--- config.mk ---
export PLATFORM = sky130hd
export DESIGN_NAME = apb_turret_pwm
export DESIGN_NICKNAME = d
export VERILOG_FILES = /design/src/rtl/turret_pkg.sv /design/src/rtl/pwm_channel.sv /design/src/rtl/apb_turret_pwm.sv
export SDC_FILE = /design/constraint.sdc
export NUM_CORES = 1
export LEC_CHECK = 0
export ABC_AREA = 1
export BUFFER_PORTS_ARGS = -buffer_cell sky130_fd_sc_hd__buf_4
export CORE_MARGIN = 2
export CORE_UTILIZATION = 33
export DETAILED_ROUTE_END_ITERATION = 7
export PLACE_DENSITY_LB_ADDON = 0.3
export SETUP_SLACK_MARGIN = 0.1
export SLEW_MARGIN = 0
export SYNTH_ARGS = -nofsm -noshare
export SYNTH_HDL_FRONTEND = slang
export SYNTH_SLANG_ARGS = --single-unit
--- constraint.sdc ---
create_clock -name FAB_CLK -period 2.1 [get_ports FAB_CLK]
set_clock_uncertainty 0.15 [all_clocks]
set_input_delay 0.315 -clock FAB_CLK [delete_from_list [all_inputs] [get_ports FAB_CLK]]
set_output_delay 0.315 -clock FAB_CLK [all_outputs]
set_load 0.02 [all_outputs]
--- src/rtl/turret_pkg.sv ---
// Shared definitions for the turret PWM/fire APB slave: register map,
// bit positions, fire sequencer states and reset defaults.
package turret_pkg;

  localparam int unsigned RST_PERIOD = 2000000;
  localparam int unsigned RST_DUTY   = 150000;

  localparam logic [7:0] REG_CTRL      = 8'h00;
  localparam logic [7:0] REG_PERIOD    = 8'h04;
  localparam logic [7:0] REG_DUTY_PAN  = 8'h08;
  localparam logic [7:0] REG_DUTY_TILT = 8'h0C;
  localparam logic [7:0] REG_FIRE_LEN  = 8'h10;
  localparam logic [7:0] REG_STATUS    = 8'h14;

  localparam int CTRL_EN    = 0;
  localparam int CTRL_FIRE  = 1;
  localparam int STAT_BUSY  = 0;
  localparam int STAT_FRAME = 1;
  localparam int STAT_DROP  = 2;

  typedef enum logic [1:0] {
    FIRE_IDLE  = 2'd0,
    FIRE_PULSE = 2'd1,
    FIRE_LOCK  = 2'd2
  } fire_state_t;

endpackage

--- src/rtl/pwm_channel.sv ---
// One servo channel: pending/active duty pair compared against the shared
// frame counter. The active duty only moves at a frame wrap or while disabled.
module pwm_channel #(
  parameter int          CNT_W    = 21,
  parameter int unsigned RST_DUTY = turret_pkg::RST_DUTY
) (
  input  logic             clk,
  input  logic             rst,
  input  logic             en,
  input  logic             wrap,
  input  logic             wr,
  input  logic [CNT_W-1:0] wdata,
  input  logic [CNT_W-1:0] cnt,
  output logic [CNT_W-1:0] duty_pend,
  output logic             pwm
);
  import turret_pkg::*;

  logic [CNT_W-1:0] duty_act;

  always_ff @(posedge clk) begin
    if (rst) begin
      duty_pend <= CNT_W'(RST_DUTY);
      duty_act  <= CNT_W'(RST_DUTY);
    end else begin
      if (wr) duty_pend <= wdata;
      // A write landing on the wrap cycle is seen here only on the next wrap.
      if (!en || wrap) duty_act <= duty_pend;
    end
  end

  assign pwm = en && (cnt < duty_act);

endmodule

--- src/rtl/apb_turret_pwm.sv ---
// APB3 slave driving pan/tilt servo PWM with frame-aligned duty updates and a
// timed fire one-shot followed by a lockout.
module apb_turret_pwm #(
  parameter int          CNT_W      = 21,
  parameter int unsigned RST_PERIOD = turret_pkg::RST_PERIOD,
  parameter int unsigned RST_DUTY   = turret_pkg::RST_DUTY,
  parameter int          FIRE_W     = 24,
  parameter int unsigned HOLDOFF    = 10000000
) (
  input  logic        FAB_CLK,
  input  logic        FAB_RESET,
  input  logic        PSEL,
  input  logic        PENABLE,
  input  logic        PWRITE,
  input  logic [7:0]  PADDR,
  input  logic [31:0] PWDATA,
  output logic [31:0] PRDATA,
  output logic        PREADY,
  output logic        PSLVERR,
  output logic        PWM_PAN,
  output logic        PWM_TILT,
  output logic        FIRE_OUT
);
  import turret_pkg::*;

  localparam int HOLD_W = $clog2(HOLDOFF + 1);
  localparam int TMR_W  = (FIRE_W > HOLD_W) ? FIRE_W : HOLD_W;

  logic [7:0]        addr;
  logic              mapped, access, bad_period, wr_ok, setup_rd;
  logic              wr_ctrl, wr_period, wr_pan, wr_tilt, wr_fire_len, wr_status;
  logic              fire_req, drop_set, busy;
  logic              en, frame, drop, wrap;
  logic [CNT_W-1:0]  period_pend, period_act, cnt;
  logic [CNT_W-1:0]  duty_pan_pend, duty_tilt_pend;
  logic [FIRE_W-1:0] fire_len;
  logic [TMR_W-1:0]  timer, timer_nxt;
  logic [31:0]       rdata;
  logic              unused_bits;
  fire_state_t       state, state_nxt;

  assign addr        = {PADDR[7:2], 2'b00};
  assign unused_bits = ^PADDR[1:0];

  always_comb begin
    mapped = 1'b0;
    case (addr)
      REG_CTRL, REG_PERIOD, REG_DUTY_PAN,
      REG_DUTY_TILT, REG_FIRE_LEN, REG_STATUS: mapped = 1'b1;
      default: mapped = 1'b0;
    endcase
  end

  assign access      = PSEL && PENABLE;
  assign setup_rd    = PSEL && !PENABLE && !PWRITE;
  assign bad_period  = PWRITE && (addr == REG_PERIOD) && (PWDATA < 32'd2);
  assign PSLVERR     = access && (!mapped || bad_period);
  assign PREADY      = 1'b1;
  assign wr_ok       = access && PWRITE && mapped && !bad_period;
  assign wr_ctrl     = wr_ok && (addr == REG_CTRL);
  assign wr_period   = wr_ok && (addr == REG_PERIOD);
  assign wr_pan      = wr_ok && (addr == REG_DUTY_PAN);
  assign wr_tilt     = wr_ok && (addr == REG_DUTY_TILT);
  assign wr_fire_len = wr_ok && (addr == REG_FIRE_LEN);
  assign wr_status   = wr_ok && (addr == REG_STATUS);
  assign fire_req    = wr_ctrl && PWDATA[CTRL_FIRE];

  always_comb begin
    rdata = '0;
    case (addr)
      REG_CTRL:      rdata[CTRL_EN]      = en;
      REG_PERIOD:    rdata[CNT_W-1:0]    = period_pend;
      REG_DUTY_PAN:  rdata[CNT_W-1:0]    = duty_pan_pend;
      REG_DUTY_TILT: rdata[CNT_W-1:0]    = duty_tilt_pend;
      REG_FIRE_LEN:  rdata[FIRE_W-1:0]   = fire_len;
      REG_STATUS: begin
        rdata[STAT_BUSY]  = busy;
        rdata[STAT_FRAME] = frame;
        rdata[STAT_DROP]  = drop;
      end
      default: rdata = '0;
    endcase
  end

  always_ff @(posedge FAB_CLK) begin
    if (FAB_RESET) PRDATA <= '0;
    else if (setup_rd) PRDATA <= rdata;
  end

  always_ff @(posedge FAB_CLK) begin
    if (FAB_RESET) begin
      en          <= 1'b0;
      period_pend <= CNT_W'(RST_PERIOD);
      fire_len    <= '0;
      frame       <= 1'b0;
      drop        <= 1'b0;
    end else begin
      if (wr_ctrl)     en          <= PWDATA[CTRL_EN];
      if (wr_period)   period_pend <= PWDATA[CNT_W-1:0];
      if (wr_fire_len) fire_len    <= PWDATA[FIRE_W-1:0];
      // Hardware set takes priority over a coincident write-1-clear.
      if (wrap) frame <= 1'b1;
      else if (wr_status && PWDATA[STAT_FRAME]) frame <= 1'b0;
      if (drop_set) drop <= 1'b1;
      else if (wr_status && PWDATA[STAT_DROP]) drop <= 1'b0;
    end
  end

  assign wrap = en && (cnt == period_act - CNT_W'(1));

  always_ff @(posedge FAB_CLK) begin
    if (FAB_RESET) begin
      cnt        <= '0;
      period_act <= CNT_W'(RST_PERIOD);
    end else if (!en || wrap) begin
      cnt        <= '0;
      period_act <= period_pend;
    end else begin
      cnt <= cnt + CNT_W'(1);
    end
  end

  pwm_channel #(.CNT_W(CNT_W), .RST_DUTY(RST_DUTY)) u_pan (
    .clk(FAB_CLK), .rst(FAB_RESET), .en(en), .wrap(wrap), .wr(wr_pan),
    .wdata(PWDATA[CNT_W-1:0]), .cnt(cnt), .duty_pend(duty_pan_pend), .pwm(PWM_PAN)
  );

  pwm_channel #(.CNT_W(CNT_W), .RST_DUTY(RST_DUTY)) u_tilt (
    .clk(FAB_CLK), .rst(FAB_RESET), .en(en), .wrap(wrap), .wr(wr_tilt),
    .wdata(PWDATA[CNT_W-1:0]), .cnt(cnt), .duty_pend(duty_tilt_pend), .pwm(PWM_TILT)
  );

  always_ff @(posedge FAB_CLK) begin
    if (FAB_RESET) begin
      state <= FIRE_IDLE;
      timer <= '0;
    end else begin
      state <= state_nxt;
      timer <= timer_nxt;
    end
  end

  // timer holds the cycles remaining in PULSE or LOCK, terminal count at 1
  always_comb begin
    state_nxt = state;
    timer_nxt = timer;
    drop_set  = 1'b0;
    case (state)
      FIRE_IDLE: begin
        if (fire_req && (fire_len != '0)) begin
          state_nxt = FIRE_PULSE;
          timer_nxt = TMR_W'(fire_len);
        end
      end
      FIRE_PULSE: begin
        drop_set = fire_req;
        if (timer == TMR_W'(1)) begin
          state_nxt = FIRE_LOCK;
          timer_nxt = TMR_W'(HOLDOFF);
        end else begin
          timer_nxt = timer - TMR_W'(1);
        end
      end
      FIRE_LOCK: begin
        drop_set = fire_req;
        if (timer == TMR_W'(1)) state_nxt = FIRE_IDLE;
        else timer_nxt = timer - TMR_W'(1);
      end
      default: state_nxt = FIRE_IDLE;
    endcase
  end

  assign busy     = (state != FIRE_IDLE);
  assign FIRE_OUT = (state == FIRE_PULSE);

endmodule

==> results.ini <==
[grt]
grt_use_total_pct=20.8
grt_pass1_vias=12100
grt-ovfl-total=0
grt_max_degree=47
grt_pass1_wl_um=64000
antenna_found_initial=0

[route]
firstDrtPassIters=5
routed_via_density=5.03
routed-via-count=12400
ant_nets=0
totalWireLength_um=40700
drtIter0Drc=697
drc=0
wl_per_cell_um=16.6

[cells_and_area]
n_fill_cell=3353
utilization_pct=48.9
top_regs=PRDATA (24), fire_len (24), timer (24)
antennaDiodeCount=0
final_cell_mix=nand2_1, buf_4, dfxtp_1, inv_1, nor2_1
nets=2070
layout_commonest_cell=nand2_1
layout-drive-gt1-share_pct=30.8
final_area_um2=17400
syn_to_final_growth_pct=45.8

[synthesis]
synth_top_cell_area_share_pct=37.6
yosysWarnings=0
synthFlopType=dfxtp_1
async_reset_ff_share_pct=0
ys_ff_latch=224
yosysSeqAreaShare_pct=37.6
synth-edff-count=0
yosys-top-cells-area=dfxtp_1, nand2_1, a21oi_1, nand3_1, nor2_1
syn_area_um2=11900
synth_cells=1735
synth_top_area_cell=dfxtp_1
synth_cell_types=37
avgSynthCellArea_um2=6.88

[sta]
maxSlewHeadroom_pct=66.2
finalHoldViolCount=0
worst_slack_ps=-760
slew_viol_final=0
min_period_over_period_pct=136
worst_slew_pin_slew_ps=502
setup_viol=87
fmaxAchievable_mhz=350
grt_setup_unrepaired=true
tns_ps=-25650
period_needed_ps=2860
timing.hold.ws_ps=10.2

[clock_tree]
cts_htree_levels=1
cts_made_buffers=26
cts.sinks=224
cts_root_buf=clkbuf_16
cts_tree=done
cts_buffer_depth=3
clk_latency_ps=530
clk_pin_slew_worst_paths_ps=60

[placed_design]
postPlaceCellArea_um2=14400
place_ws_ps=-281
dp_hpwl_um=27800
portBuffers=70
place.gp.congestion=0.906

[power]
vdd_ir_drop_max_mv=0.662
p_per_area_nw_per_um2=538
p_leak_nw=7.32

[die]
dieArea_um2=37700
die_y_um=194
io_pins=82
num_rows=69
coreArea_um2=35600
die_w_um=194
start_util_pct=33.6

[worst_setup_path]
arrival_ps=2390
worstPathMaxFanout=2
crit_path_start_kind=flop
required_ps=1630
critical_path_class=flop to output port
endpoint_kind=output port

[outcome]
status=complete, but fails checks
violations=negative setup slack

[min_path]
hp-class=input pin to flop

[run]
max_cap_viol_count=0

through the flow:
| step | total power, mW | std cells |
|---|---|---|
| 2_1_floorplan | 4.53 | 1742 |
| 3_3_place_gp | 4.72 | 2343 |
| 3_5_place_dp | 4.72 | 2343 |
| 4_1_cts | 9.41 | 2456 |
| 5_1_grt | 9.62 | 2457 |
| 6_report | 9.36 | 2457 |
cell type report:
| cell class | instances | area [um2] | share of cell area (%) |
|---|---|---|---|
| Sequential cell | 224 | 4510 | 25.9 |
| Multi-Input combinational cell | 1224 | 7610 | 43.7 |
| Clock inverter | 9 | 103 | 0.589 |
| Timing Repair Buffer | 305 | 3100 | 17.8 |
| Clock buffer | 38 | 777 | 4.46 |
| Inverter | 196 | 738 | 4.24 |
| Tap cell | 461 | 577 | 3.31 |
final timing paths:
kind	to	depth (start not counted)	slack (ps)	from
hold reg to reg	timer[1]$_SDFFE_PP0P_	2	310	timer[1]$_SDFFE_PP0P_
setup / recovery	PWM_PAN	9	-760	u_pan.duty_act[7]$_SDFFE_PP1P_
setup reg to reg	u_pan.duty_act[10]$_SDFFE_PP0P_	18	-400	period_act[1]$_SDFFE_PP0P_
hold / removal	u_tilt.duty_pend[14]$_SDFFE_PP1P_	4	10	PWDATA[14]
cell usage after synthesis, types with 16 or more instances:
cell and number:
nand2_1 318, inv_1 194, xnor2_1 17, o21ai_0 122, xor2_1 36, nor3_1 17, nand3_1 164, a21oi_1 173
ha_1 48, o22ai_1 36, buf_2 16, dfxtp_1 224, clkbuf_1 60, nor2_1 203
worst max-delay path: stages (launching register included):
cell	delay, ps
dfxtp_1	370
inv_1	70
ha_1	290
nand2_1	90
o21ai_0	240
a21oi_1	180
a211oi_2	240
nor2_1	70
o21a_1	200
buf_6	140
metal layers:
metal / GRT usage [%] / up-vias / wire length (um)
met4: 7.38 / 0 / 1430
li1: - / 6163 / -
met3: 2.52 / 82 / 1940
met5: 0 / - / 0
met2: 36.6 / 296 / 20100
met1: 26.0 / 5822 / 17200
power breakdown:
| group | internal, mW | switching (mW) | total (mW) |
|---|---|---|---|
| clock network | 2.80 | 1.87 | 4.67 |
| logic | 0.174 | 0.252 | 0.426 |
| registers | 4.25 | 0.00479 | 4.26 |
| total | 7.23 | 2.13 | 9.36 |
logic make-up (layout without fill, tap and decap cells):
family	count (synthesis)	in the layout	synth area share (%)
AO/OA/AOI/OAI	357	357	15.9
XOR/XNOR	53	53	3.89
adder cells (fa/ha/maj)	48	48	5.03
buffers and inverters	295	548	10.2
flip-flops	224	224	37.6
other	2	9	0.0629
AND/OR/NAND/NOR	756	757	27.4
timing repair:
action                                  CTS  global route
endpoints found under the setup margin  114           114
hold endpoints to repair                 39             0
cloned                                   18             0
hold buffers                             19             0
gates resized for setup                 161           160
pin swaps                                33            63
buffers inserted                         30             9
(Power assumes the default switching activity.)
